## src/rtl/rx_byte_assembler_pkg.sv

```systemverilog
// ---------------------------------------------------------------------------
// rx_byte_assembler_pkg
// Shared definitions for the receive byte assembler: byte and counter widths,
// the bit-stuffing limit, the EOP length, the K line level that the sync
// pattern ends on, and the state encoding of the assembler FSM.
// No ports (package).
// ---------------------------------------------------------------------------
package rx_byte_assembler_pkg;

  localparam int DATA_W      = 8;
  localparam int STUFF_LIMIT = 6;
  localparam int EOP_BITS    = 2;
  localparam int CNT_W       = 10;

  localparam int BIT_CNT_W  = $clog2(DATA_W);
  localparam int ONES_CNT_W = $clog2(STUFF_LIMIT + 1);
  localparam int EOP_CNT_W  = $clog2(EOP_BITS + 1);

  // Index of the final data bit of a byte, and the SE0 count one short of EOP
  localparam logic [BIT_CNT_W-1:0]  LAST_BIT_IDX = BIT_CNT_W'(DATA_W - 1);
  localparam logic [ONES_CNT_W-1:0] ONES_LIMIT   = ONES_CNT_W'(STUFF_LIMIT);
  localparam logic [EOP_CNT_W-1:0]  EOP_LAST     = EOP_CNT_W'(EOP_BITS - 1);

  // Line level for K; J is its complement
  localparam logic LINE_K = 1'b0;

  typedef enum logic [1:0] {
    ST_IDLE,
    ST_RECV,
    ST_EOP_WAIT,
    ST_DONE
  } rxState_t;

endpackage

```

## src/rtl/rx_byte_assembler_nrzi_destuff.sv

```systemverilog
// ---------------------------------------------------------------------------
// rx_byte_assembler_nrzi_destuff
// NRZI decoder and run-of-ones tracker. A line level equal to the previous
// one decodes as 1, a change decodes as 0. After STUFF_LIMIT consecutive 1s
// the next bit must be a stuffed 0, which is swallowed here; a 1 in that
// position is reported as a stuffing error.
// Ports:
//   i_clk, i_rst_n  clock, asynchronous active-low reset
//   i_load          start of packet: previous level = K, run of ones = 1
//   i_sample        a data bit time is being consumed this cycle
//   i_line          line level (1=J, 0=K)
//   o_bit           decoded bit for the current line level
//   o_bitEn         o_bit is a real data bit (not a stuffed 0, not an error)
//   o_stuffErr      too many consecutive 1s on this bit time
// ---------------------------------------------------------------------------
module rx_byte_assembler_nrzi_destuff
  import rx_byte_assembler_pkg::*;
(
  input  logic i_clk,
  input  logic i_rst_n,
  input  logic i_load,
  input  logic i_sample,
  input  logic i_line,
  output logic o_bit,
  output logic o_bitEn,
  output logic o_stuffErr
);

  logic                  r_prevLevel;
  logic [ONES_CNT_W-1:0] r_onesCnt;
  logic                  w_decoded;
  logic                  w_atLimit;

  assign w_decoded  = (i_line == r_prevLevel);
  assign w_atLimit  = (r_onesCnt == ONES_LIMIT);

  assign o_bit      = w_decoded;
  assign o_bitEn    = i_sample & ~w_atLimit;
  assign o_stuffErr = i_sample & w_atLimit & w_decoded;

  // The sync pattern ends in K with a decoded 1, so a new packet starts with
  // the previous level at K and one 1 already counted. The run of ones
  // deliberately carries across byte boundaries.
  always_ff @(posedge i_clk or negedge i_rst_n) begin
    if (!i_rst_n) begin
      r_prevLevel <= 1'b0;
      r_onesCnt   <= '0;
    end else if (i_load) begin
      r_prevLevel <= LINE_K;
      r_onesCnt   <= ONES_CNT_W'(1);
    end else if (i_sample) begin
      r_prevLevel <= i_line;
      if (w_atLimit || !w_decoded) begin
        r_onesCnt <= '0;
      end else begin
        r_onesCnt <= r_onesCnt + 1'b1;
      end
    end
  end

endmodule

```

## src/rtl/rx_byte_assembler.sv

```systemverilog
// ---------------------------------------------------------------------------
// rx_byte_assembler
// Receive datapath stage: while the receiver is in its data state, turns
// NRZI line samples into LSB-first bytes with stuffed bits removed, and
// reports end-of-packet and stuffing/alignment errors.
// Ports:
//   i_clk, i_rst_n    clock, asynchronous active-low reset
//   i_rxEnable        receiver state machine is in its data state
//   i_bitValid        one-cycle strobe per bit time; line sampled only then
//   i_lineIn          differential line level (1=J, 0=K)
//   i_se0             single-ended zero on the line
//   o_rxData          last completed byte, held until the next completion
//   o_rxValid         pulse: o_rxData updated this cycle
//   o_rxEop           pulse: EOP recognised
//   o_rxStuffErr      pulse: stuffing violation, or SE0 too short for EOP
//   o_rxAlignErr      pulse alongside o_rxEop when a partial byte is pending
//   o_byteCount       bytes completed in this packet, saturating
// ---------------------------------------------------------------------------
module rx_byte_assembler
  import rx_byte_assembler_pkg::*;
(
  input  logic              i_clk,
  input  logic              i_rst_n,
  input  logic              i_rxEnable,
  input  logic              i_bitValid,
  input  logic              i_lineIn,
  input  logic              i_se0,
  output logic [DATA_W-1:0] o_rxData,
  output logic              o_rxValid,
  output logic              o_rxEop,
  output logic              o_rxStuffErr,
  output logic              o_rxAlignErr,
  output logic [CNT_W-1:0]  o_byteCount
);

  rxState_t              r_state;
  rxState_t              w_nextState;

  logic [DATA_W-2:0]     r_shift;
  logic [BIT_CNT_W-1:0]  r_bitCnt;
  logic [EOP_CNT_W-1:0]  r_eopCnt;
  logic [DATA_W-1:0]     r_rxData;
  logic [CNT_W-1:0]      r_byteCount;
  logic                  r_rxValid;
  logic                  r_rxEop;
  logic                  r_rxStuffErr;
  logic                  r_rxAlignErr;

  logic                  w_load;
  logic                  w_sample;
  logic                  w_bit;
  logic                  w_bitEn;
  logic                  w_stuffErr;
  logic                  w_eopStart;
  logic                  w_eopStep;
  logic                  w_eopHit;
  logic                  w_lineErr;

  // Only the previous DATA_W-1 bits need storing: the final bit of a byte
  // goes straight from the decoder into the completed byte.
  assign w_load   = i_rxEnable & i_bitValid & (r_state == ST_IDLE);
  assign w_sample = i_rxEnable & i_bitValid & (r_state == ST_RECV) & ~i_se0;

  rx_byte_assembler_nrzi_destuff u_destuff (
    .i_clk      (i_clk),
    .i_rst_n    (i_rst_n),
    .i_load     (w_load),
    .i_sample   (w_sample),
    .i_line     (i_lineIn),
    .o_bit      (w_bit),
    .o_bitEn    (w_bitEn),
    .o_stuffErr (w_stuffErr)
  );

  always_ff @(posedge i_clk or negedge i_rst_n) begin
    if (!i_rst_n) begin
      r_state <= ST_IDLE;
    end else begin
      r_state <= w_nextState;
    end
  end

  // Dropping i_rxEnable aborts from any state on any edge; everything else
  // moves only on bit strobes. SE0 takes priority over the line level.
  always_comb begin
    w_nextState = r_state;
    w_eopStart  = 1'b0;
    w_eopStep   = 1'b0;
    w_eopHit    = 1'b0;
    w_lineErr   = 1'b0;
    if (!i_rxEnable) begin
      w_nextState = ST_IDLE;
    end else if (i_bitValid) begin
      unique case (r_state)
        ST_IDLE: begin
          w_nextState = ST_RECV;
        end
        ST_RECV: begin
          if (i_se0) begin
            w_nextState = ST_EOP_WAIT;
            w_eopStart  = 1'b1;
          end else if (w_stuffErr) begin
            w_nextState = ST_DONE;
          end
        end
        ST_EOP_WAIT: begin
          if (!i_se0) begin
            w_lineErr   = 1'b1;
            w_nextState = ST_DONE;
          end else if (r_eopCnt == EOP_LAST) begin
            w_eopHit    = 1'b1;
            w_nextState = ST_DONE;
          end else begin
            w_eopStep   = 1'b1;
          end
        end
        ST_DONE: begin
          w_nextState = ST_DONE;
        end
        default: begin
          w_nextState = ST_IDLE;
        end
      endcase
    end
  end

  // Shifter, counters and the one-cycle status pulses. The byte completes
  // on the same edge that samples its final bit.
  always_ff @(posedge i_clk or negedge i_rst_n) begin
    if (!i_rst_n) begin
      r_shift      <= '0;
      r_bitCnt     <= '0;
      r_eopCnt     <= '0;
      r_rxData     <= '0;
      r_byteCount  <= '0;
      r_rxValid    <= 1'b0;
      r_rxEop      <= 1'b0;
      r_rxStuffErr <= 1'b0;
      r_rxAlignErr <= 1'b0;
    end else begin
      r_rxValid    <= 1'b0;
      r_rxEop      <= 1'b0;
      r_rxStuffErr <= 1'b0;
      r_rxAlignErr <= 1'b0;

      if (w_load) begin
        r_shift     <= '0;
        r_bitCnt    <= '0;
        r_byteCount <= '0;
      end

      if (w_bitEn) begin
        r_shift <= {w_bit, r_shift[DATA_W-2:1]};
        if (r_bitCnt == LAST_BIT_IDX) begin
          r_bitCnt  <= '0;
          r_rxData  <= {w_bit, r_shift};
          r_rxValid <= 1'b1;
          if (r_byteCount != '1) begin
            r_byteCount <= r_byteCount + 1'b1;
          end
        end else begin
          r_bitCnt <= r_bitCnt + 1'b1;
        end
      end

      if (w_stuffErr || w_lineErr) begin
        r_rxStuffErr <= 1'b1;
      end

      if (w_eopStart) begin
        r_eopCnt <= EOP_CNT_W'(1);
      end else if (w_eopStep) begin
        r_eopCnt <= r_eopCnt + 1'b1;
      end

      if (w_eopHit) begin
        r_rxEop      <= 1'b1;
        r_rxAlignErr <= (r_bitCnt != '0);
      end
    end
  end

  assign o_rxData     = r_rxData;
  assign o_rxValid    = r_rxValid;
  assign o_rxEop      = r_rxEop;
  assign o_rxStuffErr = r_rxStuffErr;
  assign o_rxAlignErr = r_rxAlignErr;
  assign o_byteCount  = r_byteCount;

endmodule

```

## config.mk

```make
export PLATFORM = sky130hd
export DESIGN_NAME = rx_byte_assembler
export DESIGN_NICKNAME = d
export VERILOG_FILES = /design/src/rtl/rx_byte_assembler_pkg.sv /design/src/rtl/rx_byte_assembler_nrzi_destuff.sv /design/src/rtl/rx_byte_assembler.sv
export SDC_FILE = /design/constraint.sdc
export NUM_CORES = 1
export LEC_CHECK = 0
export CAP_MARGIN = 20
export CORE_MARGIN = 3
export CORE_UTILIZATION = 50
export CTS_CLUSTER_SIZE = 16
export DETAILED_ROUTE_END_ITERATION = 10
export PLACE_DENSITY = 0.74
export RECOVER_POWER = 50
export SYNTH_ARGS = -nofsm -noshare
export SYNTH_HDL_FRONTEND = slang
export SYNTH_SLANG_ARGS = --single-unit
```

## constraint.sdc

```tcl
create_clock -name i_clk -period 2.4 [get_ports i_clk]
set_clock_uncertainty 0.2 [all_clocks]
set_input_delay 0.48 -clock i_clk [delete_from_list [all_inputs] [get_ports i_clk]]
set_output_delay 0.48 -clock i_clk [all_outputs]
set_load 0.03 [all_outputs]
```

# == Word-level counts from Yosys, hierarchy flattened ==
# Cells that the tools add are included.
# word_totals
reg_bits,40
inputBits,6
out_inout_bits,22
elab_cells,92
# op_classes
addsub,4
n_eq_ne,11
n_mux,46
bitwise,9
reduce_logical,10
# ops
op,count
$mux W10,4
$mux W1,25
$mux W3,6
$mux W2,8
$mux W7,2
$add A10 B1 Y10 const B,1
$ne A10 B10 Y1 const B,1
$ne A4 B4 Y1 const B,2
$pmux W2 S4,1
$and A1 B1 Y1,7
$add A3 B1 Y3 const B,2
$eq A3 B3 Y1 const B,2
$reduce_bool A2 Y1,3
$eq A2 B1 Y1 const B,2
$eq A2 B2 Y1 const B,2
$reduce_and A3 Y1,1
$reduce_bool A3 Y1,1
$add A2 B1 Y2 const B,1
$logic_not A2 Y1,1
$logic_or A1 B1 Y1,2
$ne A2 B1 Y1 const B,1
$not A1 Y1,2
$reduce_and A2 Y1,1
$eq A1 B1 Y1,1
$logic_not A1 Y1,1

# == Longest topological paths before layout ==
# Gate-level depths: netlist (run 1).
# depth
depth_word,10
mapped_depth,8

# == Hierarchy ==
# Synthesis (run 1) repeated with hierarchy kept, for this count alone.
# hier_totals
hier_cells,191
area_unflattened_um2,2010.7
# by_module_without_submodules
module,instances,cells_per_inst,area_each_um2
rx_byte_assembler,1,166,1734.2
rx_byte_assembler_nrzi_destuff,1,25,276.5

# == Least setup slack after synthesis (run 1) ==
# No wires, ideal clock.
# synth_timing
path_type,register to register
start,reg r_byteCount[0] (netlist: o_byteCount[0])
end,reg r_byteCount[5] (netlist: o_byteCount[5])
setup_time_ns,0.124
t_arrival_ns,1.771
setup_slack_ns,0.305
stages_incl_launch_ff,7
n_path_buf,0
cell_sequence,dfrtp_1 -> ha_1 -> nand4_1 -> nor3_1 -> nor2_1 -> and3_1 -> a211o_1
# synth_via
elab_chain_cells,4
# synth_rtl
item,line_no,rtl
start: declaration,rx_byte_assembler.sv:43,logic [CNT_W-1:0] r_byteCount;
start signal: assignment,rx_byte_assembler.sv:159,r_byteCount <= r_byteCount + 1'b1;
$add A10 B1 Y10 or $ne A10 B10 Y1 (tied branches),"rx_byte_assembler.sv:159, rx_byte_assembler.sv:158",
$mux W10 *,rx_byte_assembler.sv:158,if (r_byteCount != '1) begin
$mux W10 *,rx_byte_assembler.sv:154,if (r_bitCnt == LAST_BIT_IDX) begin
$mux W10 *,rx_byte_assembler.sv:152,if (w_bitEn) begin
# Mark *: on every way between the ends. The rest lies on a longest branch, timed or not.
# A chain may end at the register's enable or synchronous reset.

# == Worst setup path in the final report (run 1) ==
# layout_timing
start,in i_bitValid
end,reg u_destuff.r_onesCnt[2]
# layout_via
elab_chain_cells,4
# layout_rtl
item,line_no,rtl
start: declaration,rx_byte_assembler.sv:25,"input logic i_bitValid,"
$and A1 B1 Y1 *,"rx_byte_assembler.sv:61, rx_byte_assembler.sv:62",
$and A1 B1 Y1 (2 in series),rx_byte_assembler.sv:62,assign w_sample = i_rxEnable & i_bitValid & (r_state == ST_RECV) & ~i_se0;
$reduce_bool A2 Y1 (no source line),--,
end signal: assignment,rx_byte_assembler_nrzi_destuff.sv:56,r_onesCnt <= r_onesCnt + 1'b1;
end: declaration,rx_byte_assembler_nrzi_destuff.sv:30,logic [ONES_CNT_W-1:0] r_onesCnt;
# Marked as above.

==> results of run 1 <==
[metrics by stage]
step	hold slack, ns	area (sq um)	power, mW	std cells
6_report	0.206	2370	1.34	283
5_1_grt	0.278	2370	1.41	283
4_1_cts	0.0385	2380	1.36	283
3_5_place_dp	0.270	2260	0.813	275
3_3_place_gp	0.263	2260	0.806	275
2_1_floorplan	-0.0156	1900	0.763	198
[metal layers]
metal	wire, um	vias up	GRT usage
met4	58	0	0.0810
met3	256	6	0.0632
li1	-	769	-
met2	1880	42	0.317
met5	0	-	0
met1	1740	740	0.256
[report_power, final]
| part | leakage, nW | total (mW) | switching, mW | internal [mW] |
|---|---|---|---|---|
| Combinational | 0.475 | 0.0922 | 0.0560 | 0.0362 |
| Sequential | 0.547 | 0.704 | 0.0161 | 0.688 |
| Clock | 0.0541 | 0.547 | 0.239 | 0.307 |
[synthesized netlist by cell type (all sizes together), types with 3 or more instances]
cell     n  share of area
a21o     5          0.020
a21oi    6          0.016
and3     4          0.013
clkbuf   5         0.0099
dfrtp   40           0.53
ha       7          0.046
inv     15          0.030
nand2   28          0.057
nand3   15          0.039
nand4    3          0.018
nor2     9          0.018
nor3     6          0.016
o21ai   26          0.068
[worst max-delay path by stage]
stage | from | end | slack [ns] | cells past startpoint
2_1_floorplan | o_byteCount[0]$_DFF_PN0_ | o_byteCount[5]$_DFF_PN0_ | 0.31 | 6
3_3_place_gp | i_bitValid | u_destuff.r_onesCnt[2]$_DFFE_PN0P_ | 0.03 | 6
3_5_place_dp | i_bitValid | u_destuff.r_onesCnt[2]$_DFFE_PN0P_ | -0.06 | 6
4_1_cts | o_byteCount[0]$_DFF_PN0_ | o_byteCount[5]$_DFF_PN0_ | 0.24 | 6
5_1_grt | o_byteCount[0]$_DFF_PN0_ | o_byteCount[5]$_DFF_PN0_ | 0.04 | 6
6_report | i_bitValid | u_destuff.r_onesCnt[2]$_DFFE_PN0P_ | 0.15 | 6
[cells by family (layout without fill, tap and decap cells)]
logic type                 Yosys count  after routing  synth area share
xor gates and xnor gates             1              1           0.00461
and+or+nand+nor                     75             75             0.202
DFF                                 40             40             0.527
adders and majority gates            7              7            0.0461
muxes                                1              1           0.00527
AOI/OAI and AO/OA                   51             51             0.162
buffers and inverters               23             62            0.0533
[area by class of cell]
cell class	count	area (sq um)
clock inverter	3	42.5
tap	46	57.6
sequential	40	1000
clock buffer	5	68.8
fill	284	1130
inverter	16	60.1
multi-input combinational	135	798
timing repair buffer	38	339
[registers in the layout (all words and copies together) (netlist names)]
register,cells
o_byteCount,10
o_rxData,8
r_shift,7
r_bitCnt,3
u_destuff.r_onesCnt,3
r_eopCnt,2
r_state,2
o_rxAlignErr,1
o_rxEop,1
o_rxStuffErr,1
o_rxValid,1
u_destuff.r_prevLevel,1
==> flow_metrics.tcl, run 1 <==
set metrics [dict create \
    drtIter0Drc 95 \
    grt_pass1_wl_mm 6.73 \
    ys_ff_latch 40 \
    drv_cap 0 \
    end_kind "flip-flop" \
    htree_levels 2 \
    clk_pin_slew_ns 0.08 \
    setup_ws_ns 0.146 \
    seq_area_frac_synth 0.527 \
    grt_use_total 0.201 \
    post-route-min-period_ns 2.25 \
    fin_util 0.677 \
    setup_violations 0 \
    port_buffers 27 \
    grt_max_degree 41 \
    initial_core_util 0.544 \
    timing.rr.start "o_byteCount[0]$_DFF_PN0_" \
    grt_pass1_vias 1470 \
    fp.dieH_um 67.7 \
    postCtsSetupBuffers 0 \
    slew_viol_final 0 \
    hp-class "in -> async" \
    cts.sink_count 40 \
    p_per_area_nw_per_um2 567 \
    rsz0062_at_grt "no" \
    clk_path_buf_depth 2 \
    wirelength_mm 3.93 \
    rows 21 \
    synthCells 198 \
    firstDrtPassIters 4 \
    dieArea_sq_um 4580 \
    synthFlopType "dfrtp_1" \
    path_cells "dlygate4sd3_1 -> and4bb_1 -> nand2_2 -> or2_0 -> or3b_1 -> a21oi_1" \
    max_clock_freq_ghz 0.444 \
    dp_hpwl_mm 2.87 \
    overflow 0 \
    synth_cell_types 41 \
    cp_top_family "simple AND/OR/NAND/NOR gates" \
    p_leak_nw 1.08 \
    tightest_slew_ns 0.969 \
    grt_antenna_before_repair 0 \
    slew_headroom 0.354 \
    cp_slowest_stage_delay_ns 0.58 \
    drive_above_1_share 0.0928 \
    final_cell_mix "dfrtp_1, nand2_1, o21ai_0, clkdlybuf4s50_1" \
    start_kind "input pin" \
    drc 0 \
    diodes 0 \
    ios 28 \
    tns_ns 0 \
    place.gp.congestion 0.831 \
    ir_drop_mv 0.419 \
    die_w_um 67.7 \
    synth.cell_area_sq_um 1900 \
    crit_slowest_cell "dlygate4sd3_1" \
    vias 1557 \
    nets 249 \
    yosys_warnings 0 \
    crit_fanout 4 \
    critical_path_class "in -> reg" \
    synth_edf_count 0 \
    synth_nets 211 \
    cts_resized 0 \
    worstReg2RegEnd "o_byteCount[5]$_DFF_PN0_" \
    cts_made_buffers 5 \
    syn_area_per_cell_sq_um 9.60 \
    final_hold_viol_count 0 \
    routed_via_density 5.50 \
    wl_per_cell_um 13.9 \
    place_ws_ns -0.0566 \
    syn_to_final_growth_pct 24.6 \
    cts_root_buf "clkbuf_8" \
    cts_tree "done" \
    hold_buffers 0 \
    antenna_left 0 \
    required_ns 2.42 \
    clkLatencyLatePin_ns 0.30 \
    period_share 0.939 \
    r2r_cells 6 \
    arrival_ns 2.27 \
    status "completed" \
    async_reset_ff_frac 1.00 \
    cp_num_buf_inv 1 \
    r2r_slack_ns 0.27 \
    layout_commonest_cell "dfrtp_1" \
    core_sq_um 3490 \
]
Note: power is estimated with default switching activity, not from simulation.
==> inputs of run 2 (changes only) <==
--- a/config.mk
+++ b/config.mk
@@ -10,7 +10,8 @@
 export CORE_UTILIZATION = 50
 export CTS_CLUSTER_SIZE = 16
 export DETAILED_ROUTE_END_ITERATION = 10
-export PLACE_DENSITY = 0.74
+export GPL_TIMING_DRIVEN = 1
+export PLACE_DENSITY = 0.72
 export RECOVER_POWER = 50
 export SYNTH_ARGS = -nofsm -noshare
 export SYNTH_HDL_FRONTEND = slang
==> run 2 against run 1 <==
Net effect: final area grew 0.32%; utilization is 0.21 points higher; wire length increased by 1.2%; clock power is 2% higher; fmax rose by 0.62%; sequential cell count stayed put.
==> flow_metrics.tcl, run 2 (synthesis results as in run 1) <==
set metrics [dict create \
    status "completed" \
    wirelength_mm 3.98 \
    initial_core_util 0.544 \
    vias 1585 \
    final_cell_mix "dfrtp_1, nand2_1, o21ai_0, clkdlybuf4s50_1" \
    setup_ws_ns 0.160 \
    diodes 0 \
    post-route-min-period_ns 2.24 \
    dieArea_sq_um 4580 \
    setup_violations 0 \
    drc 0 \
    grt_use_total 0.201 \
    wl_met2_mm 1.98 \
    p_leak_nw 1.08 \
    cts_made_buffers 5 \
    drtIter0Drc 123 \
    nets 250 \
    crit_slowest_cell "dlygate4sd3_1" \
    tns_ns 0 \
    ios 28 \
    required_ns 2.42 \
    cts_root_buf "clkbuf_8" \
    start_kind "input pin" \
    cp_num_buf_inv 1 \
    antenna_left 0 \
    p_per_area_nw_per_um2 571 \
    port_buffers 27 \
    cts.sink_count 40 \
    ir_drop_mv 0.476 \
    critical_path_class "in -> reg" \
    hp-class "in -> async" \
    largest_reg_flops 10 \
    grt_antenna_before_repair 0 \
    die_w_um 67.7 \
    overflow 0 \
    dp_hpwl_mm 2.84 \
    tightest_slew_ns 0.968 \
    clkLatencyLatePin_ns 0.29 \
    wl_per_cell_um 14.0 \
    rsz0062_at_grt "no" \
    grt_max_degree 41 \
    routed_via_density 5.58 \
    arrival_ns 2.26 \
    period_share 0.933 \
    met3_length_um 181 \
    firstDrtPassIters 5 \
    layout_commonest_cell "dfrtp_1" \
    slew_headroom 0.354 \
    postCtsSetupBuffers 0 \
    met1_length_mm 1.80 \
    cts_resized 0 \
    top_layer "met4" \
    htree_levels 2 \
    grt_pass1_wl_mm 6.80 \
    cts_tree "done" \
    max_clock_freq_ghz 0.446 \
    place_ws_ns -0.0514 \
    drv_cap 0 \
    clk_pin_slew_ns 0.08 \
    cp_slowest_stage_delay_ns 0.57 \
    grt_pass1_vias 1539 \
    drive_above_1_share 0.0924 \
    clk_path_buf_depth 2 \
    rows 21 \
    path_cells "dlygate4sd3_1 -> and4bb_1 -> nand2_1 -> or2_0 -> or3b_1 -> a21oi_1" \
    core_sq_um 3490 \
    syn_to_final_growth_pct 25.0 \
    fin_cells 284 \
    end_kind "flip-flop" \
    place.gp.congestion 0.820 \
    crit_fanout 4 \
    hold_buffers 0 \
    place_inst 276 \
    final_hold_viol_count 0 \
    fp.dieH_um 67.7 \
    slew_viol_final 0 \
    cp_top_family "simple AND/OR/NAND/NOR gates" \
]
==> run 2: final timing paths <==
path,start,endpoint,slack (ns),cells past startpoint
setup / recovery,i_bitValid,u_destuff.r_onesCnt[2]$_DFFE_PN0P_,0.16,6
hold / removal,i_rst_n,o_byteCount[6]$_DFF_PN0_,0.21,2
setup reg to reg,o_byteCount[0]$_DFF_PN0_,o_byteCount[5]$_DFF_PN0_,0.31,6
hold reg to reg,o_rxData[0]$_DFFE_PN0P_,o_rxData[0]$_DFFE_PN0P_,0.28,2
max in group asynchronous,i_rst_n,o_rxAlignErr$_DFF_PN0_,1.19,2
min in group i_clk,o_rxData[0]$_DFFE_PN0P_,o_rxData[0]$_DFFE_PN0P_,0.28,2
==> run 2: where the power goes <==
group	internal [mW]	total (mW)	switching (mW)
logic	0.0356	0.0934	0.0578
clock network	0.313	0.558	0.245
registers	0.688	0.704	0.0159
==> run 2: cell type report <==
type / count / area, sq um
Fill cell: 286 / 1120
Sequential cell: 40 / 1000
Multi-Input combinational cell: 135 / 796
Timing Repair Buffer: 39 / 344
Clock buffer: 5 / 68.8
Inverter: 16 / 60.1
Tap cell: 46 / 57.6
Clock inverter: 3 / 47.5
==> run 2: worst register-to-register path, delay by kind of cell (launching register included) <==
kind | cells | cell delay [ns]
flops | 1 | 0.44
compound gates | 1 | 0.26
fa+ha+maj | 1 | 0.23
simple gates | 4 | 0.85
==> run 2: routing by layer <==
metal / global-route usage / vias up
met1: 0.249 / 770
li1: - / 771
met3: 0.0532 / 2
met4: 0.0709 / 0
met5: 0 / -
met2: 0.337 / 42
==> run 2: metrics by stage <==
step	util	cell area, sq um	hold slack (ns)	total power [mW]
2_1_floorplan	-	1900	-0.0156	0.763
3_3_place_gp	0.650	2270	0.264	0.806
3_5_place_dp	0.650	2270	0.270	0.813
4_1_cts	0.683	2390	0.0495	1.37
5_1_grt	0.680	2370	0.285	1.41
6_report	0.680	2370	0.214	1.36
==> inputs of run 3 (changes only) <==
--- a/config.mk
+++ b/config.mk
@@ -13,6 +13,7 @@
 export GPL_TIMING_DRIVEN = 1
 export PLACE_DENSITY = 0.72
 export RECOVER_POWER = 50
+export SETUP_SLACK_MARGIN = 0.4
 export SYNTH_ARGS = -nofsm -noshare
 export SYNTH_HDL_FRONTEND = slang
 export SYNTH_SLANG_ARGS = --single-unit
==> run 3 against run 2 <==
Net effect: sequential cell count did not move; final cell count rose by 2.1%; clock power rose by 15%; count of clock-buffer cells in the layout rose by 1; die area did not move; total power rose by 6.5%; sequential power barely moved; final area rose by 2.1%; worst hold slack improved by 0.057 ns; critical path type is now reg -> reg; via count fell by 1.3%.
==> flow_metrics.tcl, run 3 (synthesis results as in run 1) <==
set metrics [dict create \
    status "completed" \
    cp_slowest_stage_delay_ns 0.60 \
    clkLatencyLatePin_ns 0.29 \
    antenna_left 0 \
    routed_via_density 5.39 \
    tightest_slew_ns 0.552 \
    htree_levels 2 \
    place.gp.congestion 0.878 \
    rsz0062_at_grt "yes" \
    worstReg2RegEnd "o_byteCount[9]$_DFF_PN0_" \
    initial_core_util 0.544 \
    cts.sink_count 40 \
    grt_pass1_wl_mm 6.78 \
    cts_root_buf "clkbuf_8" \
    period_share 0.882 \
    place_inst 277 \
    end_kind "flip-flop" \
    p_leak_nw 1.20 \
    drc 0 \
    diodes 0 \
    layout_commonest_cell "dfrtp_1" \
    max_clock_freq_ghz 0.472 \
    slew_viol_final 0 \
    tns_ns 0 \
    endpoint "o_byteCount[9]$_DFF_PN0_" \
    largest_reg_flops 10 \
    crit_fanout 10 \
    rows 21 \
    grt_max_degree 23 \
    wirelength_mm 4.02 \
    crit_slowest_cell "or4_1" \
    timing.rr.start "r_state[1]$_DFFE_PN0P_" \
    die_w_um 67.7 \
    clk_path_buf_depth 2 \
    grt_antenna_before_repair 0 \
    dp_hpwl_mm 2.78 \
    required_ns 2.41 \
    core_sq_um 3490 \
    grt_use_total 0.197 \
    drive_above_1_share 0.135 \
    startpoint "r_state[1]$_DFFE_PN0P_" \
    fin_cells 290 \
    drtIter0Drc 120 \
    port_buffers 27 \
    start_kind "flip-flop" \
    r2r_cells 5 \
    clk_pin_slew_ns 0.08 \
    drv_cap 0 \
    cts_tree "done" \
    cts_made_buffers 5 \
    wl_per_cell_um 13.9 \
    hp-class "reg -> reg" \
    fillCellCount 293 \
    overflow 0 \
    slew_headroom 0.632 \
    path_cells "and4bb_2 -> buf_6 -> nand4_1 -> or4_1 -> o21ai_1" \
    r2r_slack_ns 0.28 \
    ir_drop_mv 0.449 \
    p_per_area_nw_per_um2 596 \
    nets 256 \
    critical_path_class "reg -> reg" \
    final_cell_mix "dfrtp_1, nand2_1, o21ai_0" \
    vias 1564 \
    arrival_ns 2.12 \
    syn_to_final_growth_pct 27.6 \
    final_hold_viol_count 0 \
    firstDrtPassIters 4 \
    setup_violations 0 \
    dieArea_sq_um 4580 \
    fp.dieH_um 67.7 \
    ios 28 \
    post-route-min-period_ns 2.12 \
    grt_pass1_vias 1525 \
]
run 3: worst min-delay path by stage:
stage	start	cells after the start	to	slack (ns)
2_1_floorplan	i_rst_n	0	o_byteCount[0]$_DFF_PN0_	-0.02
3_3_place_gp	r_shift[0]$_DFFE_PN0P_	2	o_rxData[0]$_DFFE_PN0P_	0.26
3_5_place_dp	o_rxData[0]$_DFFE_PN0P_	2	o_rxData[0]$_DFFE_PN0P_	0.26
4_1_cts	o_rxData[0]$_DFFE_PN0P_	2	o_rxData[0]$_DFFE_PN0P_	0.28
5_1_grt	o_rxData[2]$_DFFE_PN0P_	2	o_rxData[2]$_DFFE_PN0P_	0.32
6_report	o_rxData[0]$_DFFE_PN0P_	2	o_rxData[0]$_DFFE_PN0P_	0.27
run 3: per-layer routing:
metal,up-vias,global-route usage,share of wire
met2,38,0.332,0.48
met4,0,0.0785,0.016
met1,738,0.249,0.46
met5,-,0,0
met3,7,0.0366,0.045
li1,781,-,-
run 3: repair_timing:
action / in CTS / in global routing
endpoints found under the hold margin: 21 / 0
hold buffers: 1 / 0
setup buffers: 3 / 1
resized for setup: 23 / 8
pin swaps: 7 / 1
setup endpoints to repair: 23 / 9
run 3: cell type report:
type                    count  area (sq um)  area share
repair buffers             45           367       0.151
flip-flops and latches     40          1000       0.414
multi-input cells         135           803       0.331
clock inverters             2          60.1      0.0248
well taps                  46          57.6      0.0237
clock buffers               6          72.6      0.0299
inverters                  16          60.1      0.0248
run 3: through the flow:
| stage | power, mW | util | area (sq um) | hold WS [ns] | worst slack [ns] |
|---|---|---|---|---|---|
| 2_1_floorplan | 0.763 | - | 1900 | -0.0156 | 0.415 |
| 3_3_place_gp | 0.809 | 0.657 | 2290 | 0.260 | 0.0294 |
| 3_5_place_dp | 0.815 | 0.657 | 2290 | 0.261 | -0.0528 |
| 4_1_cts | 1.46 | 0.704 | 2460 | 0.277 | 0.400 |
| 5_1_grt | 1.50 | 0.694 | 2420 | 0.319 | 0.203 |
| 6_report | 1.44 | 0.694 | 2420 | 0.271 | 0.283 |
run 3: power breakdown:
group,total (mW),switching [mW],internal [mW],leakage (nW)
sequential,0.705,0.0163,0.689,0.542
combinational,0.0990,0.0573,0.0417,0.597
clock,0.640,0.225,0.416,0.0654
run 3: worst max-delay path: cells and delay by family, from the launching register on:
kind	cells	cell delay [ns]
and+or+nand+nor	3	1.17
DFF	1	0.47
AOI/OAI and AO/OA	1	0.10
buffers and inverters	1	0.10
